--- config.mk ---
export PLATFORM = sky130hd
export DESIGN_NAME = mem_stage
export DESIGN_NICKNAME = d
export VERILOG_FILES = /design/src/rtl/mem_stage_pkg.sv /design/src/rtl/mem_stage_load_align.sv /design/src/rtl/mem_stage.sv
export SDC_FILE = /design/constraint.sdc
export NUM_CORES = 1
export LEC_CHECK = 0
export ABC_AREA = 1
export CAP_MARGIN = 25
export CELL_PAD_IN_SITES_DETAIL_PLACEMENT = 1
export CELL_PAD_IN_SITES_GLOBAL_PLACEMENT = 2
export CORE_MARGIN = 2
export CORE_UTILIZATION = 24
export DETAILED_ROUTE_END_ITERATION = 8
export GPL_TIMING_DRIVEN = 0
export MAX_ROUTING_LAYER = met4
export PLACE_DENSITY = 0.77
export RECOVER_POWER = 50
export SYNTH_ARGS = -nofsm -noshare
export SYNTH_HDL_FRONTEND = slang
export SYNTH_HIERARCHICAL = 1
export SYNTH_SLANG_ARGS = --single-unit
export TNS_END_PERCENT = 1
--- constraint.sdc ---
create_clock -name clk -period 1.6 [get_ports clk]
set_clock_uncertainty 0.05 [all_clocks]
set_input_delay 0.16 -clock clk [delete_from_list [all_inputs] [get_ports clk]]
set_output_delay 0.16 -clock clk [all_outputs]
set_load 0.05 [all_outputs]
--- src/rtl/mem_stage_pkg.sv ---
// mem_stage_pkg: shared encodings for the memory-access stage.
//   - mem_size_e  : access size encoding carried on mem_size
//   - mem_state_e : stage FSM states
//   - byte_en()   : byte-lane enables for a size/offset pair
//   - misaligned(): illegal size or unaligned offset for that size
package mem_stage_pkg;

    typedef enum logic [1:0] {
        SZ_BYTE = 2'b00,
        SZ_HALF = 2'b01,
        SZ_WORD = 2'b10,
        SZ_ILL  = 2'b11
    } mem_size_e;

    typedef enum logic {
        IDLE = 1'b0,
        REQ  = 1'b1
    } mem_state_e;

    function automatic logic [3:0] byte_en(input mem_size_e size, input logic [1:0] off);
        logic [3:0] be;
        case (size)
            SZ_BYTE: be = 4'b0001 << off;
            SZ_HALF: be = 4'b0011 << off;
            SZ_WORD: be = 4'b1111;
            default: be = 4'b0000;
        endcase
        return be;
    endfunction

    function automatic logic misaligned(input mem_size_e size, input logic [1:0] off);
        logic bad;
        case (size)
            SZ_BYTE: bad = 1'b0;
            SZ_HALF: bad = off[0];
            SZ_WORD: bad = (off != 2'b00);
            default: bad = 1'b1;
        endcase
        return bad;
    endfunction

endpackage

--- src/rtl/mem_stage_load_align.sv ---
// load_align: right-aligns the addressed lane of a bus word and extends it.
// Ports:
//   rdata       in  raw bus read word
//   addr        in  byte offset within the word
//   size        in  access size (mem_size_e encoding)
//   is_unsigned in  1 = zero-extend, 0 = sign-extend
//   data        out aligned, extended value (0 for the illegal size)
module load_align
    import mem_stage_pkg::*;
#(
    parameter int unsigned DATA_W = 32
) (
    input  logic [DATA_W-1:0] rdata,
    input  logic [1:0]        addr,
    input  logic [1:0]        size,
    input  logic              is_unsigned,
    output logic [DATA_W-1:0] data
);

    logic [DATA_W-1:0] shifted;

    always_comb begin
        shifted = rdata >> {addr, 3'b000};
        case (mem_size_e'(size))
            SZ_BYTE: data = is_unsigned ? {{(DATA_W-8){1'b0}}, shifted[7:0]}
                                        : {{(DATA_W-8){shifted[7]}}, shifted[7:0]};
            SZ_HALF: data = is_unsigned ? {{(DATA_W-16){1'b0}}, shifted[15:0]}
                                        : {{(DATA_W-16){shifted[15]}}, shifted[15:0]};
            SZ_WORD: data = shifted;
            default: data = '0;
        endcase
    end

endmodule

--- src/rtl/mem_stage.sv ---
// mem_stage: memory-access pipeline stage after execute. Performs loads and
// stores over a single-outstanding req/ack bus, passes ALU values through
// otherwise, and produces a registered writeback pulse.
// Ports:
//   clk, rst_n                 clock / async active-low reset
//   in_valid, exe_out,
//   store_data, mem_rd, mem_wr,
//   mem_size, mem_unsigned     instruction from execute
//   stall                      combinational back-pressure to upstream
//   bus_req/we/addr/be/wdata   registered bus request fields
//   bus_ack, bus_rdata         bus completion pulse and read data
//   out_valid, wb_data,
//   misalign, bus_err          registered writeback result and flags
// Build option: define MEM_TIMEOUT_EN to abort accesses after TIMEOUT_CYC
// REQ cycles without bus_ack (bus_err reported); otherwise REQ waits forever.
module mem_stage
    import mem_stage_pkg::*;
#(
    parameter int unsigned DATA_W      = 32,
    parameter int unsigned TIMEOUT_CYC = 16
) (
    input  logic              clk,
    input  logic              rst_n,
    input  logic              in_valid,
    input  logic [DATA_W-1:0] exe_out,
    input  logic [DATA_W-1:0] store_data,
    input  logic              mem_rd,
    input  logic              mem_wr,
    input  logic [1:0]        mem_size,
    input  logic              mem_unsigned,
    output logic              stall,
    output logic              bus_req,
    output logic              bus_we,
    output logic [DATA_W-1:0] bus_addr,
    output logic [3:0]        bus_be,
    output logic [DATA_W-1:0] bus_wdata,
    input  logic              bus_ack,
    input  logic [DATA_W-1:0] bus_rdata,
    output logic              out_valid,
    output logic [DATA_W-1:0] wb_data,
    output logic              misalign,
    output logic              bus_err
);

    mem_state_e        state_q, state_d;
    logic              bus_req_q, bus_req_d;
    logic              bus_we_q, bus_we_d;
    logic [DATA_W-1:0] bus_addr_q, bus_addr_d;
    logic [3:0]        bus_be_q, bus_be_d;
    logic [DATA_W-1:0] bus_wdata_q, bus_wdata_d;
    logic              out_valid_q, out_valid_d;
    logic [DATA_W-1:0] wb_data_q, wb_data_d;
    logic              misalign_q, misalign_d;
    logic [1:0]        off_q, off_d;
    logic [1:0]        size_q, size_d;
    logic              uns_q, uns_d;

    logic              mem_op;
    logic              illegal;
    logic              timeout_hit;
    logic [DATA_W-1:0] ld_data;
    mem_size_e         in_size;

`ifdef MEM_TIMEOUT_EN
    localparam int unsigned CNT_W = (TIMEOUT_CYC > 2) ? $clog2(TIMEOUT_CYC) : 1;
    logic [CNT_W-1:0] wait_cnt_q, wait_cnt_d;
    logic             bus_err_q, bus_err_d;

    assign timeout_hit = (state_q == REQ) && !bus_ack
                      && (wait_cnt_q == CNT_W'(TIMEOUT_CYC - 1));
    assign bus_err     = bus_err_q;
`else
    logic unused_timeout_cfg;
    assign unused_timeout_cfg = ^TIMEOUT_CYC;
    assign timeout_hit        = 1'b0;
    assign bus_err            = 1'b0;
`endif

    assign in_size = mem_size_e'(mem_size);
    assign mem_op  = in_valid & (mem_rd | mem_wr);
    assign illegal = (mem_rd & mem_wr) | misaligned(in_size, exe_out[1:0]);

    // Stall also drops in the timeout cycle so upstream retires the aborted
    // op on the same edge instead of re-presenting it to IDLE.
    assign stall = ((state_q == IDLE) & mem_op & ~illegal)
                 | ((state_q == REQ) & ~bus_ack & ~timeout_hit);

    load_align #(.DATA_W(DATA_W)) u_load_align (
        .rdata       (bus_rdata),
        .addr        (off_q),
        .size        (size_q),
        .is_unsigned (uns_q),
        .data        (ld_data)
    );

    always_comb begin
        state_d     = state_q;
        bus_req_d   = bus_req_q;
        bus_we_d    = bus_we_q;
        bus_addr_d  = bus_addr_q;
        bus_be_d    = bus_be_q;
        bus_wdata_d = bus_wdata_q;
        off_d       = off_q;
        size_d      = size_q;
        uns_d       = uns_q;
        wb_data_d   = wb_data_q;
        out_valid_d = 1'b0;
        misalign_d  = 1'b0;
`ifdef MEM_TIMEOUT_EN
        bus_err_d   = 1'b0;
        wait_cnt_d  = '0;
        if ((state_q == REQ) && !bus_ack)
            wait_cnt_d = wait_cnt_q + 1'b1;
`endif
        case (state_q)
            IDLE: begin
                if (mem_op) begin
                    if (illegal) begin
                        out_valid_d = 1'b1;
                        misalign_d  = 1'b1;
                        wb_data_d   = '0;
                    end else begin
                        state_d    = REQ;
                        bus_req_d  = 1'b1;
                        bus_we_d   = mem_wr;
                        bus_addr_d = {exe_out[DATA_W-1:2], 2'b00};
                        bus_be_d   = byte_en(in_size, exe_out[1:0]);
                        case (in_size)
                            SZ_BYTE: bus_wdata_d = {(DATA_W/8){store_data[7:0]}};
                            SZ_HALF: bus_wdata_d = {(DATA_W/16){store_data[15:0]}};
                            default: bus_wdata_d = store_data;
                        endcase
                        off_d  = exe_out[1:0];
                        size_d = mem_size;
                        uns_d  = mem_unsigned;
                    end
                end else if (in_valid) begin
                    out_valid_d = 1'b1;
                    wb_data_d   = exe_out;
                end
            end
            REQ: begin
                if (bus_ack) begin
                    state_d     = IDLE;
                    bus_req_d   = 1'b0;
                    out_valid_d = 1'b1;
                    wb_data_d   = bus_we_q ? '0 : ld_data;
                end else if (timeout_hit) begin
                    state_d     = IDLE;
                    bus_req_d   = 1'b0;
                    out_valid_d = 1'b1;
                    wb_data_d   = '0;
`ifdef MEM_TIMEOUT_EN
                    bus_err_d   = 1'b1;
`endif
                end
            end
        endcase
    end

    always_ff @(posedge clk or negedge rst_n) begin
        if (!rst_n) begin
            state_q     <= IDLE;
            bus_req_q   <= 1'b0;
            bus_we_q    <= 1'b0;
            bus_addr_q  <= '0;
            bus_be_q    <= '0;
            bus_wdata_q <= '0;
            off_q       <= '0;
            size_q      <= '0;
            uns_q       <= 1'b0;
            wb_data_q   <= '0;
            out_valid_q <= 1'b0;
            misalign_q  <= 1'b0;
`ifdef MEM_TIMEOUT_EN
            bus_err_q   <= 1'b0;
            wait_cnt_q  <= '0;
`endif
        end else begin
            state_q     <= state_d;
            bus_req_q   <= bus_req_d;
            bus_we_q    <= bus_we_d;
            bus_addr_q  <= bus_addr_d;
            bus_be_q    <= bus_be_d;
            bus_wdata_q <= bus_wdata_d;
            off_q       <= off_d;
            size_q      <= size_d;
            uns_q       <= uns_d;
            wb_data_q   <= wb_data_d;
            out_valid_q <= out_valid_d;
            misalign_q  <= misalign_d;
`ifdef MEM_TIMEOUT_EN
            bus_err_q   <= bus_err_d;
            wait_cnt_q  <= wait_cnt_d;
`endif
        end
    end

    assign bus_req   = bus_req_q;
    assign bus_we    = bus_we_q;
    assign bus_addr  = bus_addr_q;
    assign bus_be    = bus_be_q;
    assign bus_wdata = bus_wdata_q;
    assign out_valid = out_valid_q;
    assign wb_data   = wb_data_q;
    assign misalign  = misalign_q;

endmodule
==> impl_metrics.toml <==
[outcome]
outcome = "finished with violations"
violations = "setup timing"

[layout]
fillers = 3118
drive_above_1_share_pct = 13.4
regArea_mm2 = 0.00271
finalNetCount = 1203
syn_to_final_growth_pct = 53.6
multi_input_area_mm2 = 0.00300

[detailed_routing]
drt_first_pass_iters = 4
vias = 6512
viasPerCell = 4.53
drc = 0
drt-total-wl_um = 25200
initialDrtViolationCount = 311
wire_per_inst_um = 17.5
ant_nets = 0

[pwr]
total_power_mw = 13.6
power_density_mw_per_mm2 = 1460
vdd_ir_drop_max_mv = 0.551
p_leak_nw = 5.06

[synth]
synth_cells = 860
synth-warning-count = 6
yosysMostFrequentCell = "nand2_1"
synth_edf_count = 0
yosys_most_used_dff = "dfrtp_1"
yosysTopAreaCell = "dfrtp_1"
synth.area.top_cells = "dfrtp_1, nand2_1, nand3_1"
synth_area_per_cell_um2 = 7.02
syn_area_mm2 = 0.00604
yosysSeqAreaShare_pct = 44.8
yosys_register_bits = 108
async_flop_share_pct = 100
synthTopCellsByCount = "nand2_1, nand3_1, dfrtp_1"
synth_top_area_share_pct = 44.8
netlist-cell-type-count = 30

[sta]
fmax_mhz = 543
rsz0062_at_grt = "yes"
period_minus_slack_ps = 1840
drv_slew = 0
worst_pin_slew_ps = 1200
hold_viol = 0
fin_crit_sh_pct = 115
setup_viol = 97
setup_ws_ps = -240
max_slew_margin_pct = 20.2

[die]
die_y_um = 163
coreArea_mm2 = 0.0250
ios = 211
die_area_mm2 = 0.0264
start_util_pct = 24.2
dieWidth_um = 163
rows = 58

[setup_path]
worst_path_dominant_cell_family = "buffers and inverters"
critPathSlowestCell = "clkdlybuf4s50_1"
worstPathRequired_ps = 1390
end_kind = "output port"
reg2reg_to = "bus_wdata[22]"
worst-r2r-setup-slack_ps = -160
critPathMaxFanout = 6
r2r_start = "state_q"
cpPeakStageDelay_ps = 510
path_cells = "clkdlybuf4s50_1 > inv_2 > nand3_1 > nand4_1 > buf_6 > buf_12 > o21ai_4 > buf_8"
crit_type = "input pin to output port"
arrival_ps = 1630
start_kind = "input pin"
endpoint = "stall"
reg2reg_depth = 10
critPathLaunch = "mem_size[1]"
cp.depth = 8
crit_buf_inv = 5

[cts]
cts_buffer_depth = 2
numClockSinks = 108
root_buffer = "clkbuf_16"
cts_tree = "done"
clkTransAtPathRegs_ps = 70
htreeDepth = 3
cts_buffers = 9
insertion_delay_ps = 370

[hold_path]
hold_path_class = "input pin to flop"
min-delay-start = "exe_out[0]"
hold-path-cell-count = 3

[place]
port_buffers = 207
routabilityCongestion = 0.833
dp_hpwl_um = 18900
dp_slack_ps = -1350

[global_route]
overflow = 0
grt_pass1_wl_um = 38700
grt_use_total_pct = 19.7
grt_max_degree = 68
grt_pass1_vias = 6651
antenna_found_initial = 3

[run]
cap_violations = 0
[cell usage in the layout, fill, tap and decap left out, drive strengths merged]
cell type	synthesis	routed
dlygate4sd2	0	104
and3	1	1
buf	44	57
a21oi	1	1
o21ai	61	61
nor3	1	1
dlymetal6s2s	0	3
clkinv	0	1
a21boi	8	8
inv	51	55
or2	1	1
clkdlybuf4s50	0	98
nand4	1	1
conb	1	3
bufinv	0	2
nand3	128	128
dfrtp	108	108
diode	0	3
o211ai	5	5
nor2	28	28
clkbuf	13	28
dlygate4sd3	0	1
nand2	408	408
[worst min-delay path by stage]
stage                    end  slack [ps]
5_1_grt             off_q[0]         100
2_1_floorplan   bus_addr[10]        -190
3_5_place_dp   bus_wdata[10]          60
3_3_place_gp    bus_wdata[4]         400
4_1_cts               bus_we         200
6_report            off_q[0]          80
[timing repair]
item                                    4_1_cts  5_1_grt
gates resized for setup                     169       55
hold endpoints to repair                     41        0
cloned                                        0        3
endpoints found under the setup margin      207      105
pin swaps                                    12       24
hold buffers                                  1        0
setup buffers                                55        6
[logic make-up (layout without fill, tap and decap cells)]
logic type	after synthesis	count (layout)	share of synthesized area, %
other	1	6	0.0621
buffers and inverters	108	349	8.75
flip-flops	108	108	44.8
AO/OA/AOI/OAI	75	75	6.94
AND/OR/NAND/NOR	568	568	39.5
[per-stage QoR]
stage	instances	hold slack, ps	setup TNS, ps	util (%)	cell area, µm²
after floorplan	862	-186	0	-	6050
after global placement	1399	404	-526230	34.2	8530
after detailed placement	1400	61.6	-55710	34.3	8560
after CTS	1425	204	-3600	36.1	9020
after global routing	1436	103	-25950	37.1	9270
final	1436	80.7	-5540	37.1	9270
[final cells by class]
| type | instances | area share [%] |
|---|---|---|
| Buffer | 55 | 4.66 |
| Antenna cell | 3 | 0.0810 |
| Clock inverter | 7 | 1.12 |
| Tap cell | 330 | 4.45 |
| Timing Repair Buffer | 227 | 23.5 |
| Multi-Input combinational cell | 646 | 32.4 |
| Inverter | 51 | 2.15 |
| Sequential cell | 108 | 29.2 |
| Clock buffer | 9 | 2.43 |
[power by group]
part | leakage (nW) | internal (mW) | switching, mW | total [mW]
Sequential | 1.36 | 3.46 | 0.447 | 3.91
Clock | 0.161 | 1.40 | 1.18 | 2.58
Combinational | 3.54 | 2.08 | 4.99 | 7.07
Total | 5.06 | 6.94 | 6.61 | 13.6
[state kept, by name (all words and copies together) (netlist names)]
| register | flops |
|---|---|
| bus_req | 1 |
| bus_wdata | 32 |
| bus_be | 4 |
| bus_we | 1 |
| state_q | 1 |
| out_valid | 1 |
| uns_q | 1 |
| off_q | 2 |
| size_q | 2 |
| misalign | 1 |
| wb_data | 32 |
| bus_addr | 30 |
[layer usage]
metal | track usage, % | vias up | share of wire (%)
li1 | - | 3192 | -
met1 | 26.3 | 3137 | 47
met2 | 30.8 | 162 | 46
met3 | 4.84 | 21 | 6.0
met4 | 3.62 | 0 | 1.1
met5 | - | - | 0
[worst reg2reg max path: stages (launching register included)]
cell and delay, ps:
dfrtp_2 450, nor2_4 120, nand4_1 160, buf_4 190
buf_6 100, buf_6 100, buf_6 110, buf_6 110
buf_12 140, nand2_1 60, nand2_1 50
(Power assumes the default switching activity.)
